### src/rtl/unified_mem_arbiter.sv
// Arbiter for one single-port unified instruction/data memory. Only one access is in flight at a time.
// Load/store has priority; a fetch wins after STARVE_LIM data grants taken while a fetch was waiting.
module unified_mem_arbiter #(
    parameter int MEM_LAT    = 2,
    parameter int STARVE_LIM = 4
) (
    input  logic        CLK,
    input  logic        RSTn,
    input  logic        if_req,
    input  logic [31:0] if_addr,
    output logic        if_gnt,
    output logic        if_rvalid,
    output logic [31:0] if_rdata,
    input  logic        d_req,
    input  logic        d_we,
    input  logic [31:0] d_addr,
    input  logic [31:0] d_wdata,
    input  logic [3:0]  d_be,
    output logic        d_gnt,
    output logic        d_rvalid,
    output logic [31:0] d_rdata,
    output logic        mem_en,
    output logic        mem_we,
    output logic [31:0] mem_addr,
    output logic [31:0] mem_wdata,
    output logic [3:0]  mem_be,
    input  logic [31:0] mem_rdata,
    output logic        busy
);
    localparam int LAT_W = $clog2(MEM_LAT + 1);
    localparam int STV_W = $clog2(STARVE_LIM + 1);

    typedef enum logic [1:0] {
        IDLE  = 2'd0,
        ISSUE = 2'd1,
        WAIT  = 2'd2,
        RESP  = 2'd3
    } state_t;

    state_t             state_q, state_d;
    logic               win_f_q, win_f_d;
    logic               win_we_q, win_we_d;
    logic [LAT_W-1:0]   lat_q, lat_d;
    logic [STV_W-1:0]   starve_q, starve_d;

    logic               if_gnt_q, if_gnt_d;
    logic               d_gnt_q, d_gnt_d;
    logic               if_rvalid_q, if_rvalid_d;
    logic               d_rvalid_q, d_rvalid_d;
    logic [31:0]        if_rdata_q, if_rdata_d;
    logic [31:0]        d_rdata_q, d_rdata_d;
    logic               mem_en_q, mem_en_d;
    logic               mem_we_q, mem_we_d;
    logic [31:0]        mem_addr_q, mem_addr_d;
    logic [31:0]        mem_wdata_q, mem_wdata_d;
    logic [3:0]         mem_be_q, mem_be_d;
    logic               busy_q, busy_d;

    logic               pick_fetch;

    // Fetch wins when data is idle, or when it has been passed over STARVE_LIM times in a row.
    assign pick_fetch = if_req && (!d_req || (starve_q == STV_W'(STARVE_LIM)));

    always_comb begin
        state_d     = state_q;
        win_f_d     = win_f_q;
        win_we_d    = win_we_q;
        lat_d       = lat_q;
        starve_d    = starve_q;
        if_gnt_d    = 1'b0;
        d_gnt_d     = 1'b0;
        if_rvalid_d = 1'b0;
        d_rvalid_d  = 1'b0;
        mem_en_d    = 1'b0;
        mem_we_d    = 1'b0;
        if_rdata_d  = if_rdata_q;
        d_rdata_d   = d_rdata_q;
        mem_addr_d  = mem_addr_q;
        mem_wdata_d = mem_wdata_q;
        mem_be_d    = mem_be_q;

        case (state_q)
            IDLE: begin
                if (if_req || d_req) begin
                    state_d  = ISSUE;
                    mem_en_d = 1'b1;
                    win_f_d  = pick_fetch;
                    if (pick_fetch) begin
                        if_gnt_d    = 1'b1;
                        win_we_d    = 1'b0;
                        mem_addr_d  = if_addr;
                        mem_wdata_d = 32'd0;
                        mem_be_d    = 4'hF;
                        starve_d    = '0;
                    end else begin
                        d_gnt_d     = 1'b1;
                        win_we_d    = d_we;
                        mem_we_d    = d_we;
                        mem_addr_d  = d_addr;
                        mem_wdata_d = d_wdata;
                        mem_be_d    = d_be;
                        if (!if_req) begin
                            starve_d = '0;
                        end else if (starve_q != STV_W'(STARVE_LIM)) begin
                            starve_d = starve_q + STV_W'(1);
                        end
                    end
                end
            end
            ISSUE: begin
                state_d = WAIT;
                lat_d   = LAT_W'(MEM_LAT);
            end
            WAIT: begin
                // Read data becomes valid during the last counted wait cycle.
                if (lat_q == LAT_W'(1)) begin
                    state_d = RESP;
                    if (win_f_q) begin
                        if_rvalid_d = 1'b1;
                        if_rdata_d  = mem_rdata;
                    end else begin
                        d_rvalid_d = 1'b1;
                        if (!win_we_q) begin
                            d_rdata_d = mem_rdata;
                        end
                    end
                end else begin
                    lat_d = lat_q - LAT_W'(1);
                end
            end
            RESP: begin
                state_d = IDLE;
            end
            default: begin
                state_d = IDLE;
            end
        endcase

        busy_d = (state_d != IDLE);
    end

    always_ff @(posedge CLK) begin
        if (!RSTn) begin
            state_q     <= IDLE;
            win_f_q     <= 1'b0;
            win_we_q    <= 1'b0;
            lat_q       <= '0;
            starve_q    <= '0;
            if_gnt_q    <= 1'b0;
            d_gnt_q     <= 1'b0;
            if_rvalid_q <= 1'b0;
            d_rvalid_q  <= 1'b0;
            if_rdata_q  <= 32'd0;
            d_rdata_q   <= 32'd0;
            mem_en_q    <= 1'b0;
            mem_we_q    <= 1'b0;
            mem_addr_q  <= 32'd0;
            mem_wdata_q <= 32'd0;
            mem_be_q    <= 4'd0;
            busy_q      <= 1'b0;
        end else begin
            state_q     <= state_d;
            win_f_q     <= win_f_d;
            win_we_q    <= win_we_d;
            lat_q       <= lat_d;
            starve_q    <= starve_d;
            if_gnt_q    <= if_gnt_d;
            d_gnt_q     <= d_gnt_d;
            if_rvalid_q <= if_rvalid_d;
            d_rvalid_q  <= d_rvalid_d;
            if_rdata_q  <= if_rdata_d;
            d_rdata_q   <= d_rdata_d;
            mem_en_q    <= mem_en_d;
            mem_we_q    <= mem_we_d;
            mem_addr_q  <= mem_addr_d;
            mem_wdata_q <= mem_wdata_d;
            mem_be_q    <= mem_be_d;
            busy_q      <= busy_d;
        end
    end

    assign if_gnt    = if_gnt_q;
    assign d_gnt     = d_gnt_q;
    assign if_rvalid = if_rvalid_q;
    assign d_rvalid  = d_rvalid_q;
    assign if_rdata  = if_rdata_q;
    assign d_rdata   = d_rdata_q;
    assign mem_en    = mem_en_q;
    assign mem_we    = mem_we_q;
    assign mem_addr  = mem_addr_q;
    assign mem_wdata = mem_wdata_q;
    assign mem_be    = mem_be_q;
    assign busy      = busy_q;

endmodule

### config.mk
export PLATFORM = sky130hd
export DESIGN_NAME = unified_mem_arbiter
export DESIGN_NICKNAME = d
export VERILOG_FILES = /design/src/rtl/unified_mem_arbiter.sv
export SDC_FILE = /design/constraint.sdc
export NUM_CORES = 1
export LEC_CHECK = 0
export ABC_AREA = 1
export CAP_MARGIN = 20
export CORE_ASPECT_RATIO = 1.4
export CORE_MARGIN = 2
export CORE_UTILIZATION = 30
export DETAILED_ROUTE_END_ITERATION = 8
export HOLD_SLACK_MARGIN = 0.02
export PLACE_DENSITY = 0.64
export SLEW_MARGIN = 20
export SYNTH_ARGS = -nofsm -noshare
export SYNTH_HDL_FRONTEND = slang
export SYNTH_SLANG_ARGS = --single-unit
### constraint.sdc
create_clock -name CLK -period 1.85 [get_ports CLK]
set_input_delay 0.185 -clock CLK [delete_from_list [all_inputs] [get_ports CLK]]
set_output_delay 0.185 -clock CLK [all_outputs]
set_load 0.03 [all_outputs]
==> results of run 1 <==
==> path summary, 6_finish.rpt <==
path	endpoint	depth (start not counted)	start	slack [ps]
setup / recovery	mem_addr[20]	1	mem_addr[20]	180
hold / removal	mem_wdata[0]	3	d_wdata[0]	310
setup reg to reg	starve_q[2]	9	state_q[0]	290
hold reg to reg	mem_wdata[6]	2	mem_wdata[6]	450
==> cells by family (layout without fill, tap and decap cells) <==
| logic type | count (synthesis) | after routing | synth area share (%) |
|---|---|---|---|
| simple gates | 417 | 417 | 32.77 |
| flops | 148 | 148 | 51.98 |
| buf+inv | 95 | 366 | 7.441 |
| compound gates | 74 | 74 | 6.497 |
| fa+ha+maj | 6 | 6 | 1.317 |
==> layout make-up <==
type	instances	share of cell area [%]
repair buffers	296	31.88
inverters	39	1.597
multi-input cells	497	24.84
clock buffers	23	5.019
flip-flops and latches	148	31.78
well taps	244	3.274
clock inverters	8	1.610
==> through the flow <==
step / setup slack [ps] / power [mW] / std cells
5_1_grt: 113.3 / 10.02 / 1255
4_1_cts: 143.4 / 9.726 / 1255
2_1_floorplan: 485.7 / 4.915 / 740
3_5_place_dp: 61.29 / 6.031 / 1224
6_report: 175.3 / 9.603 / 1255
3_3_place_gp: 115.2 / 6.019 / 1224
==> what timing repair did <==
action,CTS,global route
hold buffers,0,0
setup endpoints to repair,0,18
resized for setup,0,2
==> flip-flops by register name, indices dropped and copies added (netlist names), 2 cells and up <==
| register | flops |
|---|---|
| if_rdata | 32 |
| starve_q | 3 |
| mem_be | 4 |
| mem_wdata | 32 |
| lat_q | 2 |
| d_rdata | 32 |
| mem_addr | 32 |
| state_q | 2 |
==> power groups by stage <==
stage / clock (mW) / combinational (mW) / sequential (mW)
finish: 3.65 / 2.33 / 3.62
global route: 3.87 / 2.50 / 3.65
CTS: 3.75 / 2.35 / 3.62
detailed placement: 0 / 2.35 / 3.68
global placement: 0 / 2.34 / 3.68
floorplan: 0 / 0.744 / 4.17
==> layer usage <==
metal / vias to the layer above / GRT usage, % / wire length (µm)
met1: 2722 / 21.72 / 7784
met4: 0 / 7.533 / 489
met3: 30 / 5.416 / 1117
li1: 2962 / - / -
met5: - / 0 / 0
met2: 202 / 32.45 / 9672
==> cell usage in the layout, fill, tap and decap left out, drive strengths merged <==
cell type / instances
nand4: 58
ha: 6
bufinv: 4
dfxtp: 148
nand3: 91
clkbuf: 23
inv: 39
o21ai: 9
nor3: 1
clkinv: 3
nor4: 1
buf: 21
clkdlybuf4s50: 275
a21oi: 65
nand2: 247
clkinvlp: 1
nor2: 19
==> impl_metrics.tcl, run 1 <==
set metrics [dict create \
    die_h_um 167.1 \
    required_ps 1660 \
    drc 0 \
    worstHoldPathType "input port to flip-flop" \
    fp.dieW_um 120.5 \
    cts.root.buffer_cell "clkbuf_16" \
    slew_headroom_pct 73.94 \
    outcome "finished, final reports clean" \
    grt_pass1_vias 5676 \
    ys_ff_latch 148 \
    crit_path_cell_trace "clkdlybuf4s50_1" \
    utilization_pct 50.12 \
    slowest_stage "clkdlybuf4s50_1" \
    netlist.top_cell.by_area "dfxtp_1" \
    post_cts_buffers 0 \
    syn-cell-area_mm2 0.005700 \
    post_drt_via_cell_ratio 4.714 \
    max_freq_ghz 0.5971 \
    tightest_slew_ps 389.6 \
    seq_area_frac_synth_pct 51.98 \
    syn_inst 740 \
    report.final.slew_viol_count 0 \
    syn2layout_area_growth_pct 63.56 \
    period_share_pct 90.53 \
    grt_overflow 0 \
    wirelength_um 19060 \
    antenna_found_initial 0 \
    drive_gt1_share_pct 5.935 \
    maxCapViolations 0 \
    setup_tns_ps 0 \
    p_comb_share_pct 24.3 \
    cts_buffer_depth 2 \
    ys_warn_count 0 \
    portBuffers 275 \
    tritoncts "built" \
    detail-route-antenna-nets 0 \
    power_density_mw_per_mm2 1030 \
    sw_frac_of_total_pct 29.65 \
    grt_pass1_wl_um 29990 \
    synth_ff_type "dfxtp_1" \
    synth_area_leaders "dfxtp_1 (52%), nand2_1 (16%), nand3_1 (7.9%), nand4_1 (6.4%), a21oi_1 (5.7%)" \
    crit_family "buffers and inverters" \
    num_rows 59 \
    syn_avg_cell_area_um2 7.703 \
    fp.dieArea_mm2 0.02014 \
    synth_common_cells "nand2_1 (243), dfxtp_1 (148), nand3_1 (90)" \
    vias 5916 \
    switchingPower_mw 2.848 \
    wl_per_cell_um 15.19 \
    htree_levels 4 \
    setup_viol 0 \
    num-nets-final 1142 \
    clock-sinks 148 \
    crit_fanout 2 \
    synth.most_common_cell "nand2_1" \
    internal-power_mw 6.756 \
    dr.pass1.iters 4 \
    syn_nets 883 \
    max_stage_delay_ps 710 \
    dp_hpwl_um 13550 \
    nFillCells 1834 \
    criticalPathCategory "flip-flop to output pin" \
    pwr-share-clk_pct 38.0 \
    grt_max_degree 67 \
    cts_made_buffers 17 \
    multi_input_area_mm2 0.002316 \
    clk_pin_slew_ps 60 \
    ys_async_sr_fraction_pct 0 \
    grt_usage_pct 18.81 \
    clock_latency_ps 420 \
    finalHoldViolCount 0 \
    diodes 0 \
    drt_iter0_markers 290 \
    io_pins 276 \
    ir_drop_mv 0.6066 \
    rsz0062_at_grt "no" \
    whs_ps 308.7 \
    core_mm2 0.01860 \
    fin_worst_skew_ps 9.392 \
    arrival_ps 1490 \
    seq_power_share_pct 37.7 \
    netlist.area_leader.share_pct 51.98 \
    synth_cell_types 20 \
    p_leak_nw 3.694 \
    post-route-min-period_ps 1675 \
    regArea_mm2 0.002963 \
    path_buf_inv 1 \
    end_kind "output pin" \
    gp_congestion 0.8174 \
    start_util_pct 30.64 \
    final_area_mm2 0.009324 \
    placed_cell_area_mm2 0.008703 \
    synth-edff-count 0 \
    start_kind "flip-flop" \
]
No activity file was read; power rests on OpenSTA's default activity.
==> run 2: changes to the inputs <==
Settings changed: CORE_UTILIZATION 30 to 41, PLACE_DENSITY 0.64 to 0.83, SLEW_MARGIN 20 to 10, TNS_END_PERCENT from default to 30.
==> impl_metrics.tcl, run 2 (synthesis results as in run 1) <==
set metrics [dict create \
    outcome "finished, final reports clean" \
    max_stage_delay_ps 700 \
    power_density_mw_per_mm2 1019 \
    setup_ws_ps 190.9 \
    post-route-min-period_ps 1659 \
    clock_latency_ps 410 \
    io_pins 276 \
    final_area_mm2 0.009253 \
    cts_buffer_depth 2 \
    whs_ps 314.3 \
    core_mm2 0.01372 \
    worstHoldPathType "input port to flip-flop" \
    crit_family "buffers and inverters" \
    drt_iter0_markers 285 \
    rsz0062_at_grt "no" \
    grt_overflow 0 \
    clock-sinks 148 \
    cts_hold_buf 0 \
    num_rows 51 \
    end_kind "output pin" \
    htree_levels 4 \
    tritoncts "built" \
    crit_fanout 2 \
    detail-route-antenna-nets 0 \
    wirelength_um 17760 \
    clk_pin_slew_ps 60 \
    diodes 0 \
    grt_max_degree 67 \
    cts_resized 0 \
    max_freq_ghz 0.6028 \
    grt_pass1_vias 5723 \
    antenna_found_initial 0 \
    post_drt_via_cell_ratio 5.029 \
    drive_gt1_share_pct 6.515 \
    rr_endpoint "mem_wdata[28]" \
    arrival_ps 1470 \
    placed_cell_area_mm2 0.008653 \
    vias 6025 \
    nFillCells 1144 \
    num-nets-final 1143 \
    dr.pass1.iters 5 \
    start_kind "flip-flop" \
    finalHoldViolCount 0 \
    syn2layout_area_growth_pct 62.31 \
    grt_usage_pct 23.40 \
    fp.dieArea_mm2 0.01488 \
    grt_pass1_wl_um 28170 \
    slowest_stage "clkdlybuf4s50_1" \
    maxCapViolations 0 \
    crit_start "d_rdata[12]" \
    cp.depth 1 \
    setup_tns_ps 0 \
    cts.root.buffer_cell "clkbuf_16" \
    reg2reg_depth 8 \
    fp.dieW_um 103.7 \
    gp_congestion 0.8367 \
    drc 0 \
    rrSetupSlack_ps 210 \
    place_ws_ps 110.3 \
    wl_per_cell_um 14.83 \
    p_leak_nw 3.691 \
    dp_hpwl_um 12990 \
    tightest_slew_ps 508.2 \
    fin_worst_skew_ps 9.697 \
    slew_headroom_pct 66.07 \
    criticalPathCategory "flip-flop to output pin" \
    path_buf_inv 1 \
    required_ps 1660 \
    final_cell_mix "clkdlybuf4s50_1 (275), nand2_1 (243), dfxtp_1 (148)" \
    period_share_pct 89.68 \
    report.final.slew_viol_count 0 \
    endpoint "d_rdata[12]" \
    die_h_um 143.5 \
    post_cts_buffers 0 \
    ir_drop_mv 0.5385 \
    crit_path_cell_trace "clkdlybuf4s50_1" \
    portBuffers 275 \
    setup_viol 0 \
    final_common_cell "clkdlybuf4s50_1" \
    cts_made_buffers 17 \
    start_util_pct 41.55 \
    p_total_mw 9.424 \
    r2r-start "state_q[0]" \
]
==> run 2: tightest hold or removal path, cell delays in order <==
cell and delay (ps):
clkdlybuf4s50_1 390, nand2_1 60, nand2_1 40
==> run 2: cell type report <==
class | instances | area (µm²) | area share, %
timing repair buffer | 297 | 2993 | 32.35
clock buffer | 20 | 456.7 | 4.936
inverter | 39 | 146.4 | 1.582
multi-input combinational | 497 | 2320 | 25.07
sequential | 148 | 2963 | 32.02
tap | 185 | 231.5 | 2.502
clock inverter | 12 | 142.6 | 1.542
==> run 2: report_power, final <==
part | switching [mW] | internal [mW]
sequential | 0.145 | 3.47
clock | 1.38 | 2.09
combinational | 1.36 | 0.979
total | 2.88 | 6.54
==> run 2: worst min path at each step <==
stage | startpoint | end | depth (start not counted)
floorplan | d_wdata[0] | mem_wdata[0] | 2
detailed placement | mem_addr[7] | mem_addr[7] | 2
CTS | d_wdata[2] | mem_wdata[2] | 3
global route | d_wdata[13] | mem_wdata[13] | 3
finish | d_wdata[21] | mem_wdata[21] | 3
global placement | mem_wdata[25] | mem_wdata[25] | 2
==> run 2: per-layer routing <==
metal	part of all wire (%)	vias to the layer above	wire [µm]	global-route usage, %
met5	0	-	0	0
met4	2.6	0	458	9.673
met3	6.7	28	1193	5.442
met2	53	261	9449	42.77
met1	38	2779	6662	26.28
li1	-	2957	-	-
==> run 2: stage by stage <==
step                      util (%)  std cells
final                        67.44       1198
after global routing         67.44       1198
after CTS                    67.44       1198
after detailed placement     63.07       1166
after global placement       63.07       1166
after floorplan                  -        740
==> run 3: changes to the inputs <==
Settings changed: CAP_MARGIN 20 to 5.
==> results of run 3 <==
No change in the layout: final DEF, timing and power equal those of run 2.
